### src/rtl/gpu_cmd_queue_if.sv
// Push-side command interface of gpu_cmd_queue: valid/ready handshake plus every command field.
// The master drives commands; the slave (the queue) answers with in_ready.
interface gpu_cmd_queue_if #(
    parameter int FB_WIDTH  = 400,
    parameter int FB_HEIGHT = 240
);
    localparam int WW = $clog2(FB_WIDTH) + 2;
    localparam int HW = $clog2(FB_HEIGHT) + 2;

    logic          in_valid;
    logic          in_ready;
    logic [1:0]    in_opcode;
    logic [31:0]   in_address;
    logic [15:0]   in_address_x;
    logic [15:0]   in_address_y;
    logic [15:0]   in_image_width;
    logic [WW-1:0] in_width;
    logic [WW-1:0] in_x;
    logic [HW-1:0] in_height;
    logic [HW-1:0] in_y;
    logic [15:0]   in_clear_color;

    modport master (
        output in_valid, in_opcode, in_address, in_address_x, in_address_y,
               in_image_width, in_width, in_x, in_height, in_y, in_clear_color,
        input  in_ready
    );

    modport slave (
        input  in_valid, in_opcode, in_address, in_address_x, in_address_y,
               in_image_width, in_width, in_x, in_height, in_y, in_clear_color,
        output in_ready
    );
endinterface

### src/rtl/gpu_cmd_queue.sv
// Command FIFO in front of the GPU draw/clear engine; replays DRAW/CLEAR as field-stable single-cycle strobes.
// Optional macro GPU_CMDQ_FENCE_EN adds the vsync port and makes opcode 2 wait for a vsync rising edge.
module gpu_cmd_queue #(
    parameter int FB_WIDTH  = 400,
    parameter int FB_HEIGHT = 240,
    parameter int DEPTH     = 8
) (
    input  logic                      clk,
    input  logic                      reset,
    gpu_cmd_queue_if.slave            push,
    output logic [31:0]               ctrl_address,
    output logic [15:0]               ctrl_address_x,
    output logic [15:0]               ctrl_address_y,
    output logic [15:0]               ctrl_image_width,
    output logic [$clog2(FB_WIDTH)+1:0]  ctrl_width,
    output logic [$clog2(FB_WIDTH)+1:0]  ctrl_x,
    output logic [$clog2(FB_HEIGHT)+1:0] ctrl_height,
    output logic [$clog2(FB_HEIGHT)+1:0] ctrl_y,
    output logic [15:0]               ctrl_clear_color,
    output logic                      ctrl_draw,
    output logic                      ctrl_clear,
    input  logic                      gpu_busy,
`ifdef GPU_CMDQ_FENCE_EN
    input  logic                      vsync,
`endif
    output logic [$clog2(DEPTH):0]    count,
    output logic                      idle
);
    localparam int WW = $clog2(FB_WIDTH) + 2;
    localparam int HW = $clog2(FB_HEIGHT) + 2;
    localparam int AW = $clog2(DEPTH);
    localparam int CW = AW + 1;

    typedef struct packed {
        logic [1:0]    opcode;
        logic [31:0]   address;
        logic [15:0]   address_x;
        logic [15:0]   address_y;
        logic [15:0]   image_width;
        logic [WW-1:0] width;
        logic [WW-1:0] x;
        logic [HW-1:0] height;
        logic [HW-1:0] y;
        logic [15:0]   clear_color;
    } entry_t;

    typedef enum logic [2:0] {
        S_IDLE      = 3'd0,
        S_SETUP     = 3'd1,
        S_FIRE      = 3'd2,
        S_SETTLE    = 3'd3,
        S_WAIT_DONE = 3'd4
`ifdef GPU_CMDQ_FENCE_EN
        ,
        S_FENCE     = 3'd5
`endif
    } state_t;

    entry_t          r_mem [DEPTH];
    logic [AW-1:0]   r_wr_ptr;
    logic [AW-1:0]   r_rd_ptr;
    logic [CW-1:0]   r_count;
    state_t          r_state;
    logic [1:0]      r_op;
    logic [31:0]     r_address;
    logic [15:0]     r_address_x;
    logic [15:0]     r_address_y;
    logic [15:0]     r_image_width;
    logic [WW-1:0]   r_width;
    logic [WW-1:0]   r_x;
    logic [HW-1:0]   r_height;
    logic [HW-1:0]   r_y;
    logic [15:0]     r_clear_color;
    logic            r_draw;
    logic            r_clear;

    logic            w_full;
    logic            w_empty;
    logic            w_push;
    logic            w_pop;
    entry_t          w_in_entry;
    entry_t          w_head;

    // A full FIFO refuses pushes even when a pop frees a slot in the same cycle.
    assign w_full  = (r_count == CW'(DEPTH));
    assign w_empty = (r_count == {CW{1'b0}});
    assign w_push  = push.in_valid && !w_full;
    assign w_pop   = (r_state == S_IDLE) && !w_empty && !gpu_busy;
    assign w_head  = r_mem[r_rd_ptr];

    assign w_in_entry = '{
        opcode:      push.in_opcode,
        address:     push.in_address,
        address_x:   push.in_address_x,
        address_y:   push.in_address_y,
        image_width: push.in_image_width,
        width:       push.in_width,
        x:           push.in_x,
        height:      push.in_height,
        y:           push.in_y,
        clear_color: push.in_clear_color
    };

    // Entry storage; contents are meaningless outside the count window so it carries no reset.
    always_ff @(posedge clk) begin
        if (w_push) begin
            r_mem[r_wr_ptr] <= w_in_entry;
        end
    end

    // Pointers and occupancy.
    always_ff @(posedge clk) begin
        if (reset) begin
            r_wr_ptr <= {AW{1'b0}};
            r_rd_ptr <= {AW{1'b0}};
            r_count  <= {CW{1'b0}};
        end else begin
            if (w_push) begin
                r_wr_ptr <= r_wr_ptr + AW'(1);
            end
            if (w_pop) begin
                r_rd_ptr <= r_rd_ptr + AW'(1);
            end
            case ({w_push, w_pop})
                2'b10:   r_count <= r_count + CW'(1);
                2'b01:   r_count <= r_count - CW'(1);
                default: r_count <= r_count;
            endcase
        end
    end

`ifdef GPU_CMDQ_FENCE_EN
    logic r_vsync_d;

    // Previous-cycle vsync for rising-edge detection.
    always_ff @(posedge clk) begin
        if (reset) begin
            r_vsync_d <= 1'b0;
        end else begin
            r_vsync_d <= vsync;
        end
    end
`endif

    // Issue FSM: fields load on pop, strobe is raised one cycle after SETUP so fields lead it.
    always_ff @(posedge clk) begin
        if (reset) begin
            r_state       <= S_IDLE;
            r_op          <= 2'd0;
            r_address     <= 32'd0;
            r_address_x   <= 16'd0;
            r_address_y   <= 16'd0;
            r_image_width <= 16'd0;
            r_width       <= {WW{1'b0}};
            r_x           <= {WW{1'b0}};
            r_height      <= {HW{1'b0}};
            r_y           <= {HW{1'b0}};
            r_clear_color <= 16'd0;
            r_draw        <= 1'b0;
            r_clear       <= 1'b0;
        end else begin
            r_draw  <= 1'b0;
            r_clear <= 1'b0;
            case (r_state)
                S_IDLE: begin
                    if (w_pop) begin
                        r_op          <= w_head.opcode;
                        r_address     <= w_head.address;
                        r_address_x   <= w_head.address_x;
                        r_address_y   <= w_head.address_y;
                        r_image_width <= w_head.image_width;
                        r_width       <= w_head.width;
                        r_x           <= w_head.x;
                        r_height      <= w_head.height;
                        r_y           <= w_head.y;
                        r_clear_color <= w_head.clear_color;
                        case (w_head.opcode)
                            2'd0, 2'd1: r_state <= S_SETUP;
`ifdef GPU_CMDQ_FENCE_EN
                            2'd2:       r_state <= S_FENCE;
`endif
                            default:    r_state <= S_IDLE;
                        endcase
                    end
                end
                S_SETUP: begin
                    r_draw  <= (r_op == 2'd0);
                    r_clear <= (r_op == 2'd1);
                    r_state <= S_FIRE;
                end
                S_FIRE:   r_state <= S_SETTLE;
                S_SETTLE: r_state <= S_WAIT_DONE;
                S_WAIT_DONE: begin
                    // A GPU that never raises busy simply lets us fall through here.
                    if (!gpu_busy) begin
                        r_state <= S_IDLE;
                    end
                end
`ifdef GPU_CMDQ_FENCE_EN
                S_FENCE: begin
                    if (vsync && !r_vsync_d) begin
                        r_state <= S_IDLE;
                    end
                end
`endif
                default: r_state <= S_IDLE;
            endcase
        end
    end

    assign push.in_ready    = !w_full;
    assign count            = r_count;
    assign idle             = (r_state == S_IDLE) && w_empty;
    assign ctrl_address     = r_address;
    assign ctrl_address_x   = r_address_x;
    assign ctrl_address_y   = r_address_y;
    assign ctrl_image_width = r_image_width;
    assign ctrl_width       = r_width;
    assign ctrl_x           = r_x;
    assign ctrl_height      = r_height;
    assign ctrl_y           = r_y;
    assign ctrl_clear_color = r_clear_color;
    assign ctrl_draw        = r_draw;
    assign ctrl_clear       = r_clear;
endmodule

### src/flat_wrapper.sv
// flat-port wrapper written by rule: the top's interface ports become plain ports
module gpu_cmd_queue_flat 
#(
    parameter int FB_WIDTH  = 400,
    parameter int FB_HEIGHT = 240,
    parameter int DEPTH     = 8
)
  (clk, reset, ctrl_address, ctrl_address_x, ctrl_address_y, ctrl_image_width, ctrl_width, ctrl_x, ctrl_height, ctrl_y, ctrl_clear_color, ctrl_draw, ctrl_clear, gpu_busy, count, idle, push_in_valid, push_in_opcode, push_in_address, push_in_address_x, push_in_address_y, push_in_image_width, push_in_width, push_in_x, push_in_height, push_in_y, push_in_clear_color, push_in_ready);
  gpu_cmd_queue_if #(.FB_WIDTH(FB_WIDTH), .FB_HEIGHT(FB_HEIGHT)) push_i ();
  input  logic clk;
  input  logic reset;
  output logic [31:0] ctrl_address;
  output logic [15:0] ctrl_address_x;
  output logic [15:0] ctrl_address_y;
  output logic [15:0] ctrl_image_width;
  output logic [$clog2(FB_WIDTH)+1:0] ctrl_width;
  output logic [$clog2(FB_WIDTH)+1:0] ctrl_x;
  output logic [$clog2(FB_HEIGHT)+1:0] ctrl_height;
  output logic [$clog2(FB_HEIGHT)+1:0] ctrl_y;
  output logic [15:0] ctrl_clear_color;
  output logic ctrl_draw;
  output logic ctrl_clear;
  input  logic gpu_busy;
  output logic [$clog2(DEPTH):0] count;
  output logic idle;
  input wire logic [$bits(push_i.in_valid)-1:0] push_in_valid;
  input wire logic [$bits(push_i.in_opcode)-1:0] push_in_opcode;
  input wire logic [$bits(push_i.in_address)-1:0] push_in_address;
  input wire logic [$bits(push_i.in_address_x)-1:0] push_in_address_x;
  input wire logic [$bits(push_i.in_address_y)-1:0] push_in_address_y;
  input wire logic [$bits(push_i.in_image_width)-1:0] push_in_image_width;
  input wire logic [$bits(push_i.in_width)-1:0] push_in_width;
  input wire logic [$bits(push_i.in_x)-1:0] push_in_x;
  input wire logic [$bits(push_i.in_height)-1:0] push_in_height;
  input wire logic [$bits(push_i.in_y)-1:0] push_in_y;
  input wire logic [$bits(push_i.in_clear_color)-1:0] push_in_clear_color;
  output wire logic [$bits(push_i.in_ready)-1:0] push_in_ready;
  assign push_i.in_valid = push_in_valid;
  assign push_i.in_opcode = push_in_opcode;
  assign push_i.in_address = push_in_address;
  assign push_i.in_address_x = push_in_address_x;
  assign push_i.in_address_y = push_in_address_y;
  assign push_i.in_image_width = push_in_image_width;
  assign push_i.in_width = push_in_width;
  assign push_i.in_x = push_in_x;
  assign push_i.in_height = push_in_height;
  assign push_i.in_y = push_in_y;
  assign push_i.in_clear_color = push_in_clear_color;
  assign push_in_ready = push_i.in_ready;
  gpu_cmd_queue #(.FB_WIDTH(FB_WIDTH), .FB_HEIGHT(FB_HEIGHT), .DEPTH(DEPTH)) u_core (.clk(clk), .reset(reset), .push(push_i), .ctrl_address(ctrl_address), .ctrl_address_x(ctrl_address_x), .ctrl_address_y(ctrl_address_y), .ctrl_image_width(ctrl_image_width), .ctrl_width(ctrl_width), .ctrl_x(ctrl_x), .ctrl_height(ctrl_height), .ctrl_y(ctrl_y), .ctrl_clear_color(ctrl_clear_color), .ctrl_draw(ctrl_draw), .ctrl_clear(ctrl_clear), .gpu_busy(gpu_busy), .count(count), .idle(idle));
endmodule
### config.mk
export PLATFORM = sky130hd
export DESIGN_NAME = gpu_cmd_queue_flat
export DESIGN_NICKNAME = d
export VERILOG_FILES = /design/src/rtl/gpu_cmd_queue_if.sv /design/src/rtl/gpu_cmd_queue.sv /design/src/flat_wrapper.sv
export SDC_FILE = /design/constraint.sdc
export NUM_CORES = 1
export LEC_CHECK = 0
export ABC_AREA = 1
export CAP_MARGIN = 5
export CORE_MARGIN = 2
export CORE_UTILIZATION = 35
export CTS_CLUSTER_SIZE = 10
export DETAILED_ROUTE_END_ITERATION = 10
export GPL_TIMING_DRIVEN = 0
export PLACE_DENSITY = 0.51
export SYNTH_ARGS = -nofsm -noshare
export SYNTH_HDL_FRONTEND = slang
export SYNTH_SLANG_ARGS = --single-unit
### constraint.sdc
create_clock -name clk -period 9.4 [get_ports clk]
set_clock_uncertainty 0.1 [all_clocks]
set_input_delay 1.88 -clock clk [delete_from_list [all_inputs] [get_ports clk]]
set_output_delay 1.88 -clock clk [all_outputs]
set_load 0.01 [all_outputs]
==> results.cfg <==
[die]
die_width_um = 377.6
dieArea_um2 = 142600
ios = 290
core.rowCount = 137
die_h_um = 377.6
core_region_area_um2 = 139000
start_util = 0.3513

[hold_path]
worstHoldEndpoint = u_core.ctrl_draw
hold_start = u_core.r_op[0]
hold_path_depth = 1
min_path_type = flop to flop

[logic_synthesis]
netlist_area_um2 = 48840
synthCells = 3755
synth_area_leaders = edfxtp_1 69%, dfxtp_1 6.5%, o21ai_0 5.9%
synth_edf_count = 1120
synth-warning-count = 0
avgSynthCellArea_um2 = 13.01
synth_commonest_cells = 1120 x edfxtp_1, 639 x nor2_1, 577 x o21ai_0
synthArstFlopShare = 0
synth_largest_area_cell = edfxtp_1
yosysSeqAreaShare = 0.7533
synth-main-ff-cell = edfxtp_1
yosysMostFrequentCell = edfxtp_1
synth_top_area_share = 0.6886
syn_nets = 3904
synth_cell_type_count = 28
synth.ff_latch_count = 1278

[route]
drt_iter0_markers = 2829
drc = 0
num_vias = 31565
routed_wl_mm = 148.7
viasPerCell = 5.052
ant_nets = 0
wl_per_cell_um = 23.80
drtPass1Iterations = 5

[global_route]
grt_max_degree = 29
grt_pass1_vias = 30764
grt_util_all_layers = 0.2069
antenna_found_initial = 34
grt-ovfl-total = 0
grt_first_pass_wirelength_mm = 213.6

[pwr]
switching_share = 0.3436
sequentialPowerShare = 0.395
power.leakage_nw = 19.70
p_int_mw = 11.52
p_per_area_nw_per_um2 = 294.5
p_clk_frac = 0.300
switchingPower_mw = 6.030
ir_drop_mv = 0.1610
p_comb_frac = 0.305

[timing]
drv_slew = 0
tightest_slew_ns = 1.288
setup_viol = 0
rsz0062_at_grt = no
relSlewSlack = 0.1415
timing.fmax_ghz = 0.2314
hold_ws_ns = 0.3452
fin_crit_sh = 0.4598
final.min_clock_period_ns = 4.322
hold_violations = 0

[final_layout]
final_cell_area_um2 = 59590
drive_above_1_share = 0.08008
finalNetCount = 4394
stdcell_count = 6248
post-route-util = 0.4287
area_delta_synth_final_pct = 22.01

[worst_setup_path]
crit_type = flop to output pin
end_kind = output pin
cp-startpoint = u_core.count[0]
required_ns = 7.42
regToRegEndpoint = u_core.r_mem[6][66]
worstSetupStartpointType = flop
arrival_ns = 2.34
r2r_start = u_core.count[0]
reg2reg_slack_ns = 6.03
r2r_cells = 10
critPathMaxFanout = 7

[clock_network]
cts_setup_buffers = 0
postCtsHoldBufs = 0
clkTransAtPathRegs_ns = 0.05
cts_buffers = 149
clock-sinks = 1278
cts_resized = 0
clock-root-buffer = clkbuf_16
clk_latency_ns = 0.77
htree_levels = 4
clk_path_buf_depth = 3
cts_tree = built

[place]
placed_cells = 5970
place.gp.congestion = 0.7744
io_buffers = 289
placed_cell_area_um2 = 55220
dp_hpwl_mm = 98.16

[flow_run]
cap_viol_max_count = 0

[outcome]
outcome = completed
## area by class of cell
class	instances	area, um2
clock buffers	250	4192
repair buffers	339	3969
fillers	12767	79420
inverters	136	515.5
clock inverters	14	146.4
flip-flops and latches	1278	36800
diodes	14	35.03
plain buffers	264	1396
multi-input cells	2077	10200
well taps	1876	2347
## through the flow
| stage | setup TNS [ns] | power [mW] | setup slack, ns |
|---|---|---|---|
| floorplan | 0 | 9.903 | 0.6218 |
| global placement | -6740.21 | 12.47 | -6.201 |
| detailed placement | 0 | 12.49 | 4.357 |
| CTS | 0 | 17.77 | 5.015 |
| global route | 0 | 18.46 | 4.981 |
| finish | 0 | 17.55 | 5.078 |
## worst max-delay path: stages (launching register included)
cell and delay, ns:
dfxtp_1 0.38, nor2_1 0.17, nand3_1 0.12, or2_2 0.28
inv_1 0.09, clkdlybuf4s50_1 0.54
## layer usage
metal | routed length [um] | part of all wire | GRT usage | up-vias
met1 | 63340 | 0.43 | 0.2741 | 15597
met4 | 3870 | 0.026 | 0.06657 | 28
met2 | 71580 | 0.48 | 0.3407 | 937
met5 | 195 | 0.0013 | 0 | -
li1 | - | - | - | 14761
met3 | 9709 | 0.065 | 0.04097 | 242
## power groups by stage
stage	Combinational (mW)	Clock, mW	Sequential, mW
CTS	5.46	5.37	6.94
global placement	5.33	0	7.14
finish	5.36	5.26	6.93
global route	5.90	5.59	6.98
floorplan	2.77	0	7.14
detailed placement	5.44	0	7.05
## registers in the layout (all words and copies together) (netlist names), named ones only
| name | cells |
|---|---|
| u_core.count | 4 |
| u_core.r_mem | 1120 |
| u_core.ctrl_clear_color | 16 |
| u_core.ctrl_draw | 1 |
| u_core.r_state | 3 |
| u_core.ctrl_address_y | 16 |
| u_core.r_rd_ptr | 3 |
| u_core.ctrl_clear | 1 |
| u_core.r_op | 2 |
| u_core.r_wr_ptr | 3 |
| u_core.ctrl_address | 32 |
| u_core.ctrl_x | 11 |
| u_core.ctrl_address_x | 16 |
| u_core.ctrl_y | 10 |
| u_core.ctrl_height | 10 |
| u_core.ctrl_image_width | 16 |
| u_core.ctrl_width | 11 |
## worst max path at each step
stage,cells after the start,end,slack (ns)
finish,5,idle,5.08
floorplan,4,u_core.r_mem[0][0],0.62
CTS,5,idle,5.01
global route,5,idle,4.98
global placement,5,u_core.r_mem[6][66],-6.20
detailed placement,9,u_core.r_mem[6][66],4.36
## placed cells by master, fill, tap and decap left out, drive strengths merged
cell           synthesis  layout
a21oi                259     259
buf                  142     192
clkbuf               122     372
clkdlybuf4s50          0     289
clkinv                 2       8
clkinvlp               0       1
dfxtp                158     158
diode                  0      14
edfxtp              1120    1120
ha                     5       5
inv                  134     141
nand2                168     168
nand3                  7       7
nand4                  2       2
nor2                 641     641
nor3                   4       4
nor3b                  1       1
o211ai               278     278
o21a                   1       1
o21ai                709     709
or2                    1       1
xnor2                  1       1
## kinds of logic (layout without fill, tap and decap cells)
logic type / Yosys count / in the layout / synth area share
buf+inv: 400 / 1003 / 0.03914
compound gates: 1247 / 1247 / 0.1421
xor+xnor: 1 / 1 / 0.0001793
fa+ha+maj: 5 / 5 / 0.001281
flops: 1278 / 1278 / 0.7533
other cells: 0 / 14 / 0
simple gates: 824 / 824 / 0.06399
Power figures use the tool's default switching activity.
